## config.mk

```make
export PLATFORM = sky130hd
export DESIGN_NAME = insn_prefetch
export DESIGN_NICKNAME = d
export VERILOG_FILES = /design/src/rtl/cpu_pkg.sv /design/src/rtl/prefetch_fifo.sv /design/src/rtl/insn_prefetch.sv
export SDC_FILE = /design/constraint.sdc
export NUM_CORES = 1
export LEC_CHECK = 0
export ABC_CLOCK_PERIOD_IN_PS = 3100
export BUFFER_PORTS_ARGS = -buffer_cell sky130_fd_sc_hd__clkbuf_2
export CORE_ASPECT_RATIO = 1.75
export CORE_UTILIZATION = 57
export DETAILED_ROUTE_END_ITERATION = 7
export HOLD_SLACK_MARGIN = 0.12
export PLACE_DENSITY = 0.9
export RECOVER_POWER = 25
export SYNTH_ARGS = -nofsm -noshare
export SYNTH_HDL_FRONTEND = slang
export SYNTH_SLANG_ARGS = --single-unit
export TNS_END_PERCENT = 5
```

## constraint.sdc

```tcl
create_clock -name clk -period 3.1 [get_ports clk]
set_input_delay 0.465 -clock clk [delete_from_list [all_inputs] [get_ports clk]]
set_output_delay 0.465 -clock clk [all_outputs]
set_load 0.02 [all_outputs]
```

## src/rtl/cpu_pkg.sv

```systemverilog
// Shared CPU definitions: fetcher state encoding, word-instruction test,
// NOP opcode and the prefetch buffer entry width.
package cpu_pkg;

    typedef enum logic [1:0] {
        IDLE = 2'd0,
        REQ  = 2'd1,
        DROP = 2'd2
    } fetchState_t;

    localparam logic [7:0] NOP_OPCODE  = 8'h00;

    // Buffer entry: {odd-start tag, 15-bit word address, 16-bit word}
    localparam int         ENTRY_WIDTH = 32;

    // Any of the top three bits set marks a push/jump/call word instruction
    function automatic logic isWordInsn(input logic [15:0] word);
        return word[15:13] != 3'b000;
    endfunction

endpackage

```

## src/rtl/prefetch_fifo.sv

```systemverilog
// Prefetch buffer: DEPTH-entry synchronous FIFO with flush. A write is
// accepted while full when a pop happens in the same cycle.
module prefetch_fifo
    import cpu_pkg::*;
#(
    parameter int DEPTH = 4,
    parameter int WIDTH = ENTRY_WIDTH
) (
    input  logic             clk,
    input  logic             rst,
    input  logic             i_flush,
    input  logic             i_wrEn,
    input  logic [WIDTH-1:0] i_wrData,
    input  logic             i_rdEn,
    output logic [WIDTH-1:0] o_rdData,
    output logic             o_full,
    output logic             o_empty
);

    localparam int AW = $clog2(DEPTH);
    localparam logic [AW:0] FULL_COUNT = (AW+1)'(DEPTH);

    logic [WIDTH-1:0] r_mem [DEPTH];
    logic [AW-1:0]    r_wrPtr;
    logic [AW-1:0]    r_rdPtr;
    logic [AW:0]      r_count;
    logic             w_doWrite;
    logic             w_doRead;

    assign o_full    = (r_count == FULL_COUNT);
    assign o_empty   = (r_count == '0);
    assign o_rdData  = r_mem[r_rdPtr];
    assign w_doRead  = i_rdEn && !o_empty;
    assign w_doWrite = i_wrEn && (!o_full || w_doRead);

    // Pointer and occupancy update; reset and flush both empty the buffer
    always_ff @(posedge clk) begin
        if (rst || i_flush) begin
            r_wrPtr <= '0;
            r_rdPtr <= '0;
            r_count <= '0;
        end else begin
            if (w_doWrite) r_wrPtr <= r_wrPtr + 1'b1;
            if (w_doRead)  r_rdPtr <= r_rdPtr + 1'b1;
            if (w_doWrite && !w_doRead)
                r_count <= r_count + 1'b1;
            else if (!w_doWrite && w_doRead)
                r_count <= r_count - 1'b1;
        end
    end

    // Storage array; contents are meaningless until pointed at by a write
    always_ff @(posedge clk) begin
        if (w_doWrite) r_mem[r_wrPtr] <= i_wrData;
    end

endmodule

```

## src/rtl/insn_prefetch.sv

```systemverilog
// Instruction prefetcher: fetches 16-bit words into a small buffer and hands
// word instructions or single byte opcodes to the decoder.
// Optional feature macro PREFETCH_NOP_SKIP_EN: when defined, byte opcode 0x00
// is consumed silently instead of being presented.
module insn_prefetch
    import cpu_pkg::*;
#(
    parameter int DEPTH = 4
) (
    input  logic        clk,
    input  logic        rst,
    output logic [14:0] mem_addr,
    output logic        mem_rd,
    input  logic [15:0] mem_data,
    input  logic        mem_ack,
    output logic        insn_valid,
    input  logic        insn_ready,
    output logic [15:0] insn_word,
    output logic        insn_is_word,
    output logic [7:0]  insn_op,
    output logic [15:0] insn_ip,
    input  logic        redir_valid,
    input  logic [15:0] redir_ip
);

    fetchState_t r_state;
    fetchState_t w_nextState;
    logic [14:0] r_fetchPtr;
    logic [14:0] r_memAddr;
    logic        r_oddStart;
    logic        r_lowHalf;

    logic        w_full;
    logic        w_empty;
    logic        w_wrEn;
    logic [31:0] w_head;
    logic [15:0] w_headWord;
    logic [14:0] w_headAddr;
    logic        w_headOdd;
    logic        w_isWord;
    logic        w_lowSel;
    logic [7:0]  w_op;
    logic        w_isNop;
    logic        w_present;
    logic        w_consume;
    logic        w_pop;

    assign w_wrEn     = (r_state == REQ) && mem_ack && !redir_valid;
    assign w_headWord = w_head[15:0];
    assign w_headAddr = w_head[30:16];
    assign w_headOdd  = w_head[31];
    assign w_isWord   = isWordInsn(w_headWord);
    assign w_lowSel   = r_lowHalf || w_headOdd;
    assign w_op       = w_lowSel ? w_headWord[7:0] : w_headWord[15:8];

`ifdef PREFETCH_NOP_SKIP_EN
    assign w_isNop    = !w_isWord && (w_op == NOP_OPCODE);
`else
    assign w_isNop    = 1'b0;
`endif

    assign w_present  = !rst && !w_empty && !w_isNop;
    assign w_consume  = !w_empty && (w_isNop || (w_present && insn_ready));
    assign w_pop      = w_consume && (w_isWord || w_lowSel);

    prefetch_fifo #(
        .DEPTH (DEPTH),
        .WIDTH (ENTRY_WIDTH)
    ) u_fifo (
        .clk      (clk),
        .rst      (rst),
        .i_flush  (redir_valid),
        .i_wrEn   (w_wrEn),
        .i_wrData ({r_oddStart, r_memAddr, mem_data}),
        .i_rdEn   (w_pop),
        .o_rdData (w_head),
        .o_full   (w_full),
        .o_empty  (w_empty)
    );

    // Fetcher state register
    always_ff @(posedge clk) begin
        if (rst) r_state <= IDLE;
        else     r_state <= w_nextState;
    end

    // Fetcher next state; a redirect in IDLE waits a cycle so the new pointer is latched
    always_comb begin
        w_nextState = r_state;
        case (r_state)
            IDLE: if (!redir_valid && !w_full) w_nextState = REQ;
            REQ: begin
                if (mem_ack)          w_nextState = IDLE;
                else if (redir_valid) w_nextState = DROP;
            end
            DROP: if (mem_ack) w_nextState = IDLE;
            default: w_nextState = IDLE;
        endcase
    end

    // Fetch pointer, held read address and odd-start flag for the first word after a redirect
    always_ff @(posedge clk) begin
        if (rst) begin
            r_fetchPtr <= '0;
            r_memAddr  <= '0;
            r_oddStart <= 1'b0;
        end else begin
            if (redir_valid) begin
                r_fetchPtr <= redir_ip[15:1];
                r_oddStart <= redir_ip[0];
            end else if (w_wrEn) begin
                r_fetchPtr <= r_fetchPtr + 15'd1;
                r_oddStart <= 1'b0;
            end
            if (r_state == IDLE && w_nextState == REQ)
                r_memAddr <= r_fetchPtr;
        end
    end

    // Tracks that the high byte of the head entry has already been consumed
    always_ff @(posedge clk) begin
        if (rst || redir_valid)  r_lowHalf <= 1'b0;
        else if (w_pop)          r_lowHalf <= 1'b0;
        else if (w_consume)      r_lowHalf <= 1'b1;
    end

    // Memory request outputs, forced quiet while in reset
    always_comb begin
        mem_rd   = !rst && (r_state != IDLE);
        mem_addr = rst ? 15'd0 : r_memAddr;
    end

    // Decoder-facing outputs, zero whenever nothing is presented
    always_comb begin
        insn_valid   = 1'b0;
        insn_word    = '0;
        insn_op      = '0;
        insn_ip      = '0;
        insn_is_word = 1'b0;
        if (w_present) begin
            insn_valid   = 1'b1;
            insn_word    = w_headWord;
            insn_op      = w_op;
            insn_is_word = w_isWord;
            insn_ip      = {w_headAddr, !w_isWord && w_lowSel};
        end
    end

endmodule

```

# Yosys cells after proc, flatten, opt, wreduce, memory -nomap -nowiden
# Memory sizes are Yosys's and may differ from the RTL's. A register that Yosys moved wholly into a read port is not among the register bits.
# Index checks and enable logic that the tools add are counted.
[op_classes]
n_addsub = 5
n_reduce_logical = 32
n_mux = 22
eq_ne = 4
[ops]
columns = ["operator", "n"]
rows = [
  ["two-way mux 15 bit", 3],
  ["two-way mux 16 bit", 2],
  ["two-way mux 8 bit", 2],
  ["adder 15 x 1 -> 15 bit (second input constant)", 1],
  ["logical AND 1 bit", 14],
  ["two-way mux 2 bit", 6],
  ["logical NOT 1 bit", 7],
  ["two-way mux 1 bit", 6],
  ["two-way mux 3 bit", 2],
  ["case mux 2 bit (3 select lines)", 1],
  ["nonzero test 2 bit", 3],
  ["adder 2 x 1 -> 2 bit (second input constant)", 2],
  ["== test 2 x 1 -> 1 bit (second input constant)", 2],
  ["logical OR 1 bit", 4],
  ["adder 3 x 1 -> 3 bit (second input constant)", 1],
  ["== test 3 bit (second input constant)", 1],
  ["logical NOT 3 bit", 1],
  ["nonzero test 3 bit", 1],
  ["subtractor 3 x 1 -> 3 bit (second input constant)", 1],
  ["== test 2 bit (second input constant)", 1],
  ["logical NOT 2 bit", 1],
  ["OR reduction 2 bit", 1],
]
[totals]
reg_bits = 41
out_inout_bits = 58
n_memories = 1
inputBits = 37
ramBits = 128
elab_cells = 72
[mem_list]
columns = ["name", "depth", "width", "read_ports", "rd_clocked_by_memory_dff", "write_ports", "line_no", "rtl"]
rows = [
  ["u_fifo.r_mem", 4, 32, 1, 1, 1, "prefetch_fifo.sv:23", "logic [WIDTH-1:0] r_mem [DEPTH];"],
]

# Longest topological paths before layout
# Gate-level depths: netlist (run 1).
[depth]
depth_word = 13
depth_mapped = 11
mapped_depth_nobuf = 9

# Hierarchy
# A second synthesis (run 1) with hierarchy kept.
[hier_totals]
cells_unflattened = 497
hier_area_um2 = 7163.1
[modules_own_cells]
columns = ["mod", "area_each_um2", "n_inst", "cells_each", "seq_area_each_um2"]
rows = [
  ["prefetch_fifo", 5076.1, 1, 217, 4023.9],
  ["insn_prefetch", 2087.0, 1, 280, 680.7],
]

# Worst setup path after synthesis (run 1)
# Ideal clock, no wire load.
[synth_timing]
path_kind = "flip-flop to flip-flop"
startpoint = "register (tool-made name)"
endpoint = "register u_fifo.r_count[2]"
period_less_slack_ns = 2.792
required_ns = 3.030
arrival_time_ns = 2.722
stages_incl_launch_ff = 11
slack_ns = 0.308
path_buffers = 1
setup_time_ns = 0.070
cell_sequence = "dfxtp_1 -> buf_6 -> mux4_2 -> nor3_4 -> a21o_4 -> ha_1 -> inv_1 -> fa_1 -> xor2_1 -> or3_1 -> a21oi_1"
[synth_rtl]
columns = ["element", "line_no", "rtl"]
rows = [
  ["to (signal assigned)", "prefetch_fifo.sv:46", "r_count <= r_count + 1'b1;"],
  ["to (signal assigned)", "prefetch_fifo.sv:48", "r_count <= r_count - 1'b1;"],
  ["to (decl)", "prefetch_fifo.sv:26", "logic [AW:0] r_count;"],
]

==> metrics.md, run 1 <==
| Metric | Value |
|---|---|
| Status | `finished, final reports clean` |
| Post-synthesis compound-gate area fraction | `3.81%` |
| VDD IR max | `0.419 mV` |
| Proportion of synthesized area in mux cells | `13.9%` |
| Static leakage | `3.11 nW` |
| Cts hold-fix bufs | `0` |
| # IOs | `95` |
| Netlist cell types | `51` |
| Unrepaired setup endpoints after global routing | `false` |
| Post-detailed-routing wire length | `14700 um` |
| Nets | `625` |
| Asr flop ratio synth | `0%` |
| WS Path Type | `flop to primary output` |
| Synth warn | `0` |
| Syn avg cell area | `15.0 um2` |
| Setup violators final | `0` |
| CP Data Arrival Time | `2.41 ns` |
| Filler cell count in the final layout | `843` |
| DR iter-0 viols | `311` |
| Maxcap violations | `0` |
| #FFs+latches synth | `171` |
| Vias per cell | `5.79` |
| Chip Width | `87.1 um` |
| Worst-Margin Slew | `0.833 ns` |
| Reg-to-reg critical path endpoint | `u_fifo.r_count[2]` |
| Final Hold Viols | `0` |
| Post-synthesis sequential area ratio | `65.1%` |
| Starting Density | `58.1%` |
| First drt pass iteration count | `5` |
| Share of layout cells above drive strength 1 | `27.8%` |
| Worst Skew | `0.0104 ns` |
| Power Density | `585 nW/um2` |
| CTS root buffer | `clkbuf_16` |
| Die Area | `13100 um2` |
| Number of antenna violations at the first check in global routing | `0` |
| Syn nets | `527` |
| Crit Path Max Fanout | `25` |
| CTS tree | `built` |
| Worst Hold Class | `input pin to flop` |
| WL/cell | `19.3 um` |
| Number of global-route vias before repair | `4547` |
| Simple logic cell fraction of the synthesized area | `12.2%` |
| CP Capture Point | `insn_op[2]` |
| Total Routing Usage GR | `23.5%` |
| Largest family of logic cells by synthesized area | `multiplexers` |
| Antenna cells | `0` |
| Detail Route Antenna Nets | `0` |
| CP Data Required Time | `2.63 ns` |
| Peak Freq | `348 MHz` |
| First-pass GRT wire length | `22700 um` |
| Post-CTS repair timing setup buffer count | `0` |
| P&R area growth vs syn | `17.3%` |
| Mapped Cells | `483` |
| Footprint of the multi-input gates | `2350 um2` |
| Startpoint type of the worst setup path | `flop` |
| Max Buffers Root-to-Sink | `2` |
| Vias | `4410` |
| CP Capture Type | `primary output` |
| Final HPWL DP | `9630 um` |
| Ratio of final minimum period to clock period | `92.7%` |
| Clock-pin slew on the worst setup and hold paths | `0.06 ns` |
| Worst Reg-to-Reg Cells | `9` |
| Total power | `4.95 mW` |
| Residual DRC | `0` |
| CORE AREA | `12400 um2` |
| # rows | `54` |
| Setup TNS | `0 ns` |
| Max-slew violations | `0` |
| Largest net degree at the start of global routing | `54` |
| Area share of xor/xnor cells in the synthesized design | `1.33%` |
| Synth Area in Adders | `1.32%` |
| CTS HTree Levels | `4` |
| RePlAce Congestion | `0.866` |
| EDFF count, synth | `128` |
| Slew HR | `44.5%` |
| Total gr overflow | `0` |
| Hold depth | `3` |
| CTS Buf Count | `17` |
| Worst-skew pair later-pin latency | `0.42 ns` |
| R2r setup slk | `0.27 ns` |
| Die height | `151 um` |
| CTS resizes | `0` |
| CTS Sinks | `171` |
| Synthesized area | `7220 um2` |
| FF/Latch Area | `4710 um2` |
| Buffers on Ports | `94` |
| Post-synth top flop | `edfxtp_1` |
| Min Tclk post-route | `2.87 ns` |
-- Yosys cell counts, drive strengths merged (2+ instances only) --
library cell | n | area, um2
nor4 | 5 | 31.3
a211oi | 9 | 67.6
nand2 | 16 | 60.1
or3 | 7 | 43.8
and3 | 3 | 18.8
xnor2 | 8 | 70.1
nand3b | 2 | 27.5
clkbuf | 13 | 48.8
nand4 | 4 | 31.3
dfxtp | 43 | 861
a311o | 2 | 20.0
nand2b | 2 | 12.5
mux4 | 31 | 698
or4 | 3 | 22.5
and4 | 2 | 17.5
or2 | 2 | 12.5
inv | 12 | 45.0
buf | 14 | 77.6
xor2 | 3 | 26.3
nor3 | 6 | 41.3
ha | 6 | 75.1
nand3 | 9 | 45.0
a211o | 2 | 17.5
mux2i | 27 | 270
mux2 | 3 | 33.8
a31oi | 3 | 33.8
o21ai | 3 | 15.0
a311oi | 3 | 26.3
edfxtp | 128 | 3840
nor2b | 18 | 113
a21oi | 9 | 48.8
nor2 | 44 | 165
and2 | 32 | 200
-- layout by cell type (no fill, tap or decap), types with 2 or more instances in the layout --
| cell type | n |
|---|---|
| a211o_1 | 2 |
| or3_1 | 7 |
| clkinv_4 | 2 |
| clkbuf_2 | 78 |
| nand3_1 | 9 |
| nor2_1 | 44 |
| nand2b_1 | 2 |
| buf_4 | 12 |
| xnor2_1 | 8 |
| clkinv_2 | 2 |
| xor2_1 | 3 |
| a311o_1 | 2 |
| nor4_1 | 5 |
| o21ai_0 | 3 |
| mux4_2 | 31 |
| bufinv_16 | 4 |
| ha_1 | 6 |
| mux2_2 | 3 |
| dfxtp_2 | 2 |
| mux2i_1 | 27 |
| edfxtp_1 | 128 |
| nand4_1 | 3 |
| a21oi_1 | 8 |
| and4_1 | 2 |
| a311oi_1 | 3 |
| clkbuf_1 | 19 |
| dfxtp_1 | 41 |
| nor2b_1 | 18 |
| a211oi_1 | 9 |
| or2_2 | 2 |
| clkinvlp_4 | 3 |
| nor3_1 | 5 |
| nand2_1 | 16 |
| and3_1 | 3 |
| or4_1 | 3 |
| and2_1 | 32 |
| inv_1 | 11 |
| clkbuf_16 | 17 |
| a31oi_1 | 2 |
-- flip-flops by register name (all words and copies together), names as in the netlist, named ones only --
register        flops
u_fifo.r_mem      128
r_fetchPtr         15
r_memAddr          15
u_fifo.r_count      3
r_state             2
u_fifo.r_rdPtr      2
u_fifo.r_wrPtr      2
r_lowHalf           1
r_oddStart          1
-- logic make-up after synthesis --
group | count (synthesis)
DFF | 171
and+or+nand+nor | 158
muxes | 61
buffers and inverters | 39
AOI/OAI and AO/OA | 36
xor gates and xnor gates | 11
adders and majority gates | 7
-- per-stage QoR --
step / hold slack [ns] / setup slack, ns / std cells / utilization, % / area (um2)
global route: 0.304 / 0.0470 / 762 / 68.1 / 8470
detailed placement: 0.493 / 0.289 / 730 / 63.3 / 7870
finish: 0.289 / 0.226 / 762 / 68.1 / 8470
CTS: 0.262 / 0.0659 / 762 / 68.3 / 8490
floorplan: 0.446 / 0.308 / 483 / - / 7220
global placement: 0.467 / 0.340 / 730 / 63.3 / 7870
-- how the worst min path moves through the flow --
stage / from / endpoint / slack [ns]
2_1_floorplan: u_fifo.r_rdPtr[1] / flop / 0.45
3_3_place_gp: u_fifo.r_rdPtr[1] / u_fifo.r_rdPtr[1] / 0.47
3_5_place_dp: r_lowHalf / r_lowHalf / 0.49
4_1_cts: mem_data[11] / u_fifo.r_mem[3][11] / 0.26
5_1_grt: redir_ip[6] / r_fetchPtr[5] / 0.30
6_report: redir_ip[0] / r_oddStart / 0.29
-- power breakdown --
group,internal (mW),total [mW],switching [mW]
clock,1.37,2.20,0.835
combinational,0.0890,0.218,0.129
sequential,2.49,2.53,0.0406
-- final cells by class --
cell class / instances / area share [%]
Sequential cell: 171 / 55.6
Multi-Input combinational cell: 273 / 27.7
Timing Repair Buffer: 106 / 6.38
Clock buffer: 21 / 5.32
Tap cell: 168 / 2.48
Clock inverter: 11 / 2.01
Inverter: 12 / 0.532
-- routing by layer --
layer | share of wire (%) | global-route usage [%] | up-vias
met1 | 37 | 25.8 | 2198
met5 | 0 | 0 | -
li1 | - | - | 2017
met2 | 56 | 43.1 | 161
met4 | 2.8 | 10.5 | 0
met3 | 4.0 | 4.85 | 34
-- worst max-delay path, stage by stage (launching register included) --
cell and delay [ns]:
dfxtp_2 0.49, buf_4 0.50, mux4_2 0.60, mux2i_1 0.15
nor2_1 0.06, clkbuf_2 0.17
Power figures use the tool's default switching activity.
==> run 2: changes to the inputs <==
Settings changed: CELL_PAD_IN_SITES_DETAIL_PLACEMENT set to 1, CELL_PAD_IN_SITES_GLOBAL_PLACEMENT set to 1, CORE_UTILIZATION 57 to 48, PLACE_DENSITY 0.9 to 0.91.
==> run 2 against run 1 <==
Register-to-register slack lost 0.07 ns. Die area grew 18%. Sequential share of layout area decreased by 0.26 points. Via count is 0.77% higher. Critical path depth grew 1. Critical endpoint is now insn_ip[0]. Global-route usage rose by 0.61 points. Sequential power about the same. Power is 1.5% higher. Sequential cell count is the same.
==> metrics.md, run 2 (synthesis results as in run 1) <==
| Metric | Value |
|---|---|
| Status | `finished, final reports clean (unchanged)` |
| CTS HTree Levels | `4 (unchanged)` |
| Peak Freq | `343 MHz (was 348 MHz)` |
| WS Path Type | `flop to primary output (unchanged)` |
| Worst Hold Class | `input pin to flop (unchanged)` |
| Maxcap violations | `0 (unchanged)` |
| Most frequent cells in the layout | `edfxtp_1, clkbuf_2, nor2_1 (unchanged)` |
| Vias | `4444 (was 4410)` |
| Final HPWL DP | `11200 um (was 9630 um)` |
| Max-slew violations | `0 (unchanged)` |
| P&R area growth vs syn | `17.8% (was 17.3%)` |
| R2r setup slk | `0.20 ns (was 0.27 ns)` |
| CP Data Arrival Time | `2.45 ns (was 2.41 ns)` |
| CP Data Required Time | `2.63 ns (about the same)` |
| Total Routing Usage GR | `24.1% (was 23.5%)` |
| Fin cells | `777 (was 762)` |
| Worst Skew | `0.00880 ns (was 0.0104 ns)` |
| Placed Cells | `745 (was 730)` |
| WL/cell | `22.5 um (was 19.3 um)` |
| First drt pass iteration count | `6 (was 5)` |
| Unrepaired setup endpoints after global routing | `false (unchanged)` |
| Pre-CTS WS | `0.238 ns (was 0.289 ns)` |
| Vias per cell | `5.72 (was 5.79)` |
| Final Hold Viols | `0 (unchanged)` |
| Biggest registers after layout | `u_fifo.r_mem (128), r_fetchPtr (15), r_memAddr (15) (unchanged)` |
| Starting Density | `48.9% (was 58.1%)` |
| Clock-pin slew on the worst setup and hold paths | `0.07 ns (was 0.06 ns)` |
| VDD IR max | `0.419 mV (about the same)` |
| Commonest non-fill, non-tap cell in the layout | `edfxtp_1 (unchanged)` |
| Share of layout cells above drive strength 1 | `27.9% (was 27.8%)` |
| Startpoint type of the worst setup path | `flop (unchanged)` |
| # IOs | `95 (unchanged)` |
| CORE AREA | `14800 um2 (was 12400 um2)` |
| Die height | `164 um (was 151 um)` |
| Reg-to-reg critical path endpoint | `u_fifo.r_count[2] (unchanged)` |
| Footprint of the multi-input gates | `2350 um2 (unchanged)` |
| Setup TNS | `0 ns (unchanged)` |
| Slew HR | `42.5% (was 44.5%)` |
| CTS root buffer | `clkbuf_16 (unchanged)` |
| Chip Width | `94.7 um (was 87.1 um)` |
| Detail Route Antenna Nets | `0 (unchanged)` |
| Total gr overflow | `0 (unchanged)` |
| Number of global-route vias before repair | `4752 (was 4547)` |
| Residual DRC | `0 (unchanged)` |
| Setup violators final | `0 (unchanged)` |
| Max Buffers Root-to-Sink | `2 (unchanged)` |
| CTS tree | `built (unchanged)` |
| Power Density | `591 nW/um2 (was 585 nW/um2)` |
| DR iter-0 viols | `186 (was 311)` |
| Worst Reg-to-Reg Cells | `9 (unchanged)` |
| CTS Buf Count | `17 (unchanged)` |
| Worst-Margin Slew | `0.862 ns (was 0.833 ns)` |
| Die Area | `15600 um2 (was 13100 um2)` |
| FF/Latch Area | `4710 um2 (unchanged)` |
| Number of antenna violations at the first check in global routing | `0 (unchanged)` |
| Final worst slack | `0.181 ns (was 0.226 ns)` |
| # rows | `59 (was 54)` |
| CP Capture Point | `insn_ip[0] (was insn_op[2])` |
| Largest net degree at the start of global routing | `55 (was 54)` |
| Buffers on Ports | `94 (unchanged)` |
| Cts hold-fix bufs | `0 (unchanged)` |
| Antenna cells | `0 (unchanged)` |
| Min Tclk post-route | `2.92 ns (was 2.87 ns)` |
| Filler cell count in the final layout | `1466 (was 843)` |
| Register with the most flip-flops | `u_fifo.r_mem (unchanged)` |
| Max reg flops | `128 (unchanged)` |
| Total power | `5.03 mW (was 4.95 mW)` |
| Crit Path Max Fanout | `9 (was 25)` |
| Post-detailed-routing wire length | `17500 um (was 14700 um)` |
| Nets | `625 (unchanged)` |
| Worst-skew pair later-pin latency | `0.42 ns (about the same)` |
| Ratio of final minimum period to clock period | `94.2% (was 92.7%)` |
| CTS Sinks | `171 (unchanged)` |
| CP Capture Type | `primary output (unchanged)` |
| RePlAce Congestion | `0.846 (was 0.866)` |
| Static leakage | `3.11 nW (about the same)` |
| First-pass GRT wire length | `27000 um (was 22700 um)` |
==> run 2: cell count changes in the layout (fill, tap and decap cells not counted) <==
cell,before,now
inv_6,0,3
buf_4,12,10
buf_12,0,1
buf_6,0,1
clkbuf_1,19,18
clkbuf_8,1,0
clkinv_2,2,1
clkinv_4,2,3
clkinvlp_4,3,2
==> run 2: cell type report <==
cell class	count	area share [%]
clock inverter	13	2.26
timing repair buffer	106	6.54
clock buffer	19	5.09
multi-input combinational	273	27.6
inverter	12	0.529
sequential	171	55.3
tap	183	2.69
==> run 2: per-layer routing <==
layer | up-vias | part of all wire, % | global-route usage (%)
li1 | 2012 | - | -
met1 | 2274 | 39 | 28.6
met2 | 134 | 55 | 43.0
met3 | 24 | 3.8 | 4.58
met4 | 0 | 2.0 | 8.33
met5 | - | 0 | 0
==> run 2: worst min-delay path by stage <==
stage | startpoint | end | slack, ns | cells past startpoint
4_1_cts | mem_data[9] | u_fifo.r_mem[2][9] | 0.25 | 1
2_1_floorplan | u_fifo.r_rdPtr[1] | flop | 0.45 | 2
6_report | redir_ip[0] | r_oddStart | 0.28 | 3
3_5_place_dp | r_lowHalf | r_lowHalf | 0.49 | 2
3_3_place_gp | u_fifo.r_rdPtr[1] | u_fifo.r_rdPtr[1] | 0.47 | 2
5_1_grt | redir_ip[10] | r_fetchPtr[9] | 0.28 | 3
==> run 2: critical path, cell delays in order (launching register included) <==
cell	delay (ns)
dfxtp_2	0.48
mux2i_1	0.12
a22o_1	0.41
buf_4	0.27
or2_2	0.33
nor4_1	0.19
clkbuf_2	0.22
==> run 2: where the power goes <==
part | switching (mW) | internal, mW
Clock | 0.911 | 1.36
Sequential | 0.0446 | 2.49
Combinational | 0.133 | 0.0892
==> run 2: stage by stage <==
step	instance area, um2	util [%]	hold slack [ns]
after global routing	8510	57.6	0.281
final	8510	57.6	0.284
after detailed placement	7900	53.5	0.488
after global placement	7900	53.5	0.469
after floorplan	7220	-	0.446
after CTS	8530	57.7	0.250
==> run 2: repair_timing <==
action / CTS / global route
buffers inserted: 0 / 0
gates resized for setup: 0 / 2
setup endpoints to repair: 0 / 9
==> run 3: changes to the inputs <==
Settings changed: BUFFER_PORTS_ARGS -buffer_cell sky130_fd_sc_hd__clkbuf_2 to unset, CORE_UTILIZATION 48 to 52, DONT_BUFFER_PORTS set to 1, PLACE_DENSITY 0.91 to 0.89.
==> run 3 against run 2 <==
Die area down 7.6%. Core utilization up 2.9 points. Maximum frequency down 2.2%. Power down 4.7%. Clock power down 8%. Wire length down 6.1%. Sequential cell count unchanged. Worst setup slack worse by 0.064 ns. Hold slack worse by 0.14 ns. Largest power group unchanged.
==> metrics.md, run 3 (synthesis results as in run 1) <==
| Metric | Value |
|---|---|
| DR iter-0 viols | `284 (was 186)` |
| Unrepaired setup endpoints after global routing | `false (unchanged)` |
| Total Routing Usage GR | `23.9% (was 24.1%)` |
| CP Data Required Time | `2.63 ns (about the same)` |
| CP Data Arrival Time | `2.52 ns (was 2.45 ns)` |
| Worst Setup SP | `u_fifo.r_count[0]` |
| Hold Path Origin | `mem_data[13] (was redir_ip[0])` |
| Largest net degree at the start of global routing | `36 (was 55)` |
| WS Path Type | `flop to primary output (unchanged)` |
| Detail Route Antenna Nets | `0 (unchanged)` |
| Number of global-route vias before repair | `4467 (was 4752)` |
| CTS root buffer | `clkbuf_16 (unchanged)` |
| Peak Freq | `335 MHz (was 343 MHz)` |
| Util after Layout | `60.6% (was 57.6%)` |
| Clock-pin slew on the worst setup and hold paths | `0.06 ns (was 0.07 ns)` |
| Nets | `549 (was 625)` |
| Max Buffers Root-to-Sink | `2 (unchanged)` |
| First-pass GRT wire length | `25100 um (was 27000 um)` |
| Footprint of the multi-input gates | `2350 um2 (about the same)` |
| Worst-skew pair later-pin latency | `0.41 ns (was 0.42 ns)` |
| Worst Skew | `0.00946 ns (was 0.00880 ns)` |
| Number of antenna violations at the first check in global routing | `0 (unchanged)` |
| Status | `finished, final reports clean (unchanged)` |
| CORE AREA | `13500 um2 (was 14800 um2)` |
| Chip Width | `91.1 um (was 94.7 um)` |
| Post-detailed-routing wire length | `16500 um (was 17500 um)` |
| Filler cell count in the final layout | `1296 (was 1466)` |
| Placed Cells | `650 (was 745)` |
| Slew HR | `43.6% (was 42.5%)` |
| Most frequent cells in the layout | `edfxtp_1, nor2_1, dfxtp_1 (was edfxtp_1, clkbuf_2, nor2_1)` |
| Die Area | `14400 um2 (was 15600 um2)` |
| Startpoint type of the worst setup path | `flop (unchanged)` |
| Starting Density | `53.7% (was 48.9%)` |
| # IOs | `95 (unchanged)` |
| Setup TNS | `0 ns (unchanged)` |
| Final Hold Viols | `0 (unchanged)` |
| Slowest-stage cell, CP | `dfxtp_1 (was dfxtp_2)` |
| Register with the most flip-flops | `u_fifo.r_mem (unchanged)` |
| Pre-CTS WS | `0.254 ns (was 0.238 ns)` |
| Antenna cells | `0 (unchanged)` |
| Vias | `4135 (was 4444)` |
| Slowest stage delay, CP | `0.48 ns (about the same)` |
| Final worst slack | `0.116 ns (was 0.181 ns)` |
| Residual DRC | `0 (unchanged)` |
| VDD IR max | `0.347 mV (was 0.419 mV)` |
| WL/cell | `23.8 um (was 22.5 um)` |
| Worst Hold Class | `input pin to flop (unchanged)` |
| FF/Latch Area | `4710 um2 (unchanged)` |
| CTS Sinks | `171 (unchanged)` |
| Max reg flops | `128 (unchanged)` |
| Worst-Margin Slew | `0.846 ns (was 0.862 ns)` |
| Static leakage | `2.81 nW (was 3.11 nW)` |
| Most used cell, CP | `buf_4` |
| Max-slew violations | `0 (unchanged)` |
| Min Tclk post-route | `2.98 ns (was 2.92 ns)` |
| Placed cell area | `7470 um2 (was 7900 um2)` |
| RePlAce Congestion | `0.854 (was 0.846)` |
| Hold WS | `0.143 ns (was 0.284 ns)` |
| Commonest non-fill, non-tap cell in the layout | `edfxtp_1 (unchanged)` |
| # rows | `56 (was 59)` |
| CP Capture Point | `insn_op[5] (was insn_ip[0])` |
| Total gr overflow | `0 (unchanged)` |
| Share of layout cells above drive strength 1 | `18.7% (was 27.9%)` |
| CP Capture Type | `primary output (unchanged)` |
| Final HPWL DP | `10300 um (was 11200 um)` |
| CTS HTree Levels | `4 (unchanged)` |
| Total power | `4.79 mW (was 5.03 mW)` |
| Biggest registers after layout | `u_fifo.r_mem (128), r_fetchPtr (15), r_memAddr (15) (unchanged)` |
| Buffers on Ports | `0 (was 94)` |
| CTS tree | `built (unchanged)` |
| Maxcap violations | `0 (unchanged)` |
| Reg-to-reg critical path endpoint | `u_fifo.r_count[2] (unchanged)` |
| Hold depth | `0 (was 3)` |
| R2r setup slk | `0.26 ns (was 0.20 ns)` |
| Die height | `158 um (was 164 um)` |
| Ratio of final minimum period to clock period | `96.2% (was 94.2%)` |
| Crit Path Max Fanout | `32 (was 9)` |
| Power Density | `588 nW/um2 (was 591 nW/um2)` |
| CTS Buf Count | `17 (unchanged)` |
| First drt pass iteration count | `4 (was 6)` |
| P&R area growth vs syn | `12.8% (was 17.8%)` |
| Fin cells | `692 (was 777)` |
| Setup violators final | `0 (unchanged)` |
| Cell breakdown of the critical path | `or3_1, nand2b_1, inv_1, buf_4, nand2_1, a21oi_1, buf_4 (was mux2i_1, a22o_1, buf_4, or2_2, nor4_1, clkbuf_2)` |
| Cell area after layout | `8150 um2 (was 8510 um2)` |
| Worst Reg-to-Reg Cells | `9 (unchanged)` |
| Vias per cell | `5.98 (was 5.72)` |
==> run 3: cell types whose count changed in the layout (fill, tap and decap cells not counted), sizes merged <==
| cell | before | now |
|---|---|---|
| bufinv | 4 | 2 |
| buf | 12 | 20 |
| clkinv | 4 | 5 |
| clkbuf | 113 | 19 |
| dlygate4sd3 | 0 | 10 |
| clkinvlp | 2 | 3 |
==> run 3: worst min path at each step <==
stage                          end
3_5_place_dp     u_fifo.r_rdPtr[1]
4_1_cts              r_memAddr[12]
5_1_grt         u_fifo.r_mem[1][2]
2_1_floorplan                 flop
6_report       u_fifo.r_mem[2][13]
3_3_place_gp             r_lowHalf
==> run 3: timing repair <==
action	in CTS	in global routing
endpoints found under the hold margin	6	9
gates resized for setup	1	1
buffers inserted	0	0
hold buffers	5	5
endpoints found under the setup margin	1	1
==> run 3: worst max-delay path: cells and delay by family (launching register included) <==
kind                   cells  cell delay, ns
buffers and inverters      3            0.74
AND/OR/NAND/NOR            3            0.66
flip-flops                 1            0.48
AO/OA/AOI/OAI              1            0.21
==> run 3: area by class of cell <==
class	instances	area share [%]
timing repair buffer	30	3.07
sequential	171	57.8
tap	174	2.67
multi-input combinational	273	28.8
clock inverter	13	1.78
clock buffer	19	5.31
inverter	12	0.553
==> run 3: metal layers <==
metal  vias to the layer above  track usage [%]  routed length [um]
li1                       1852                -                   -
met1                      2138             25.2                6130
met2                       125             45.7                9360
met3                        20             5.28                 625
met4                         0             9.45                 338
met5                         -                0                   0
==> run 3: report_power, final <==
| group | internal, mW | leakage, nW | switching [mW] |
|---|---|---|---|
| Clock | 1.20 | 0.274 | 0.883 |
| Sequential | 2.49 | 1.52 | 0.0421 |
| Combinational | 0.0755 | 1.01 | 0.106 |
| Total | 3.76 | 2.81 | 1.03 |
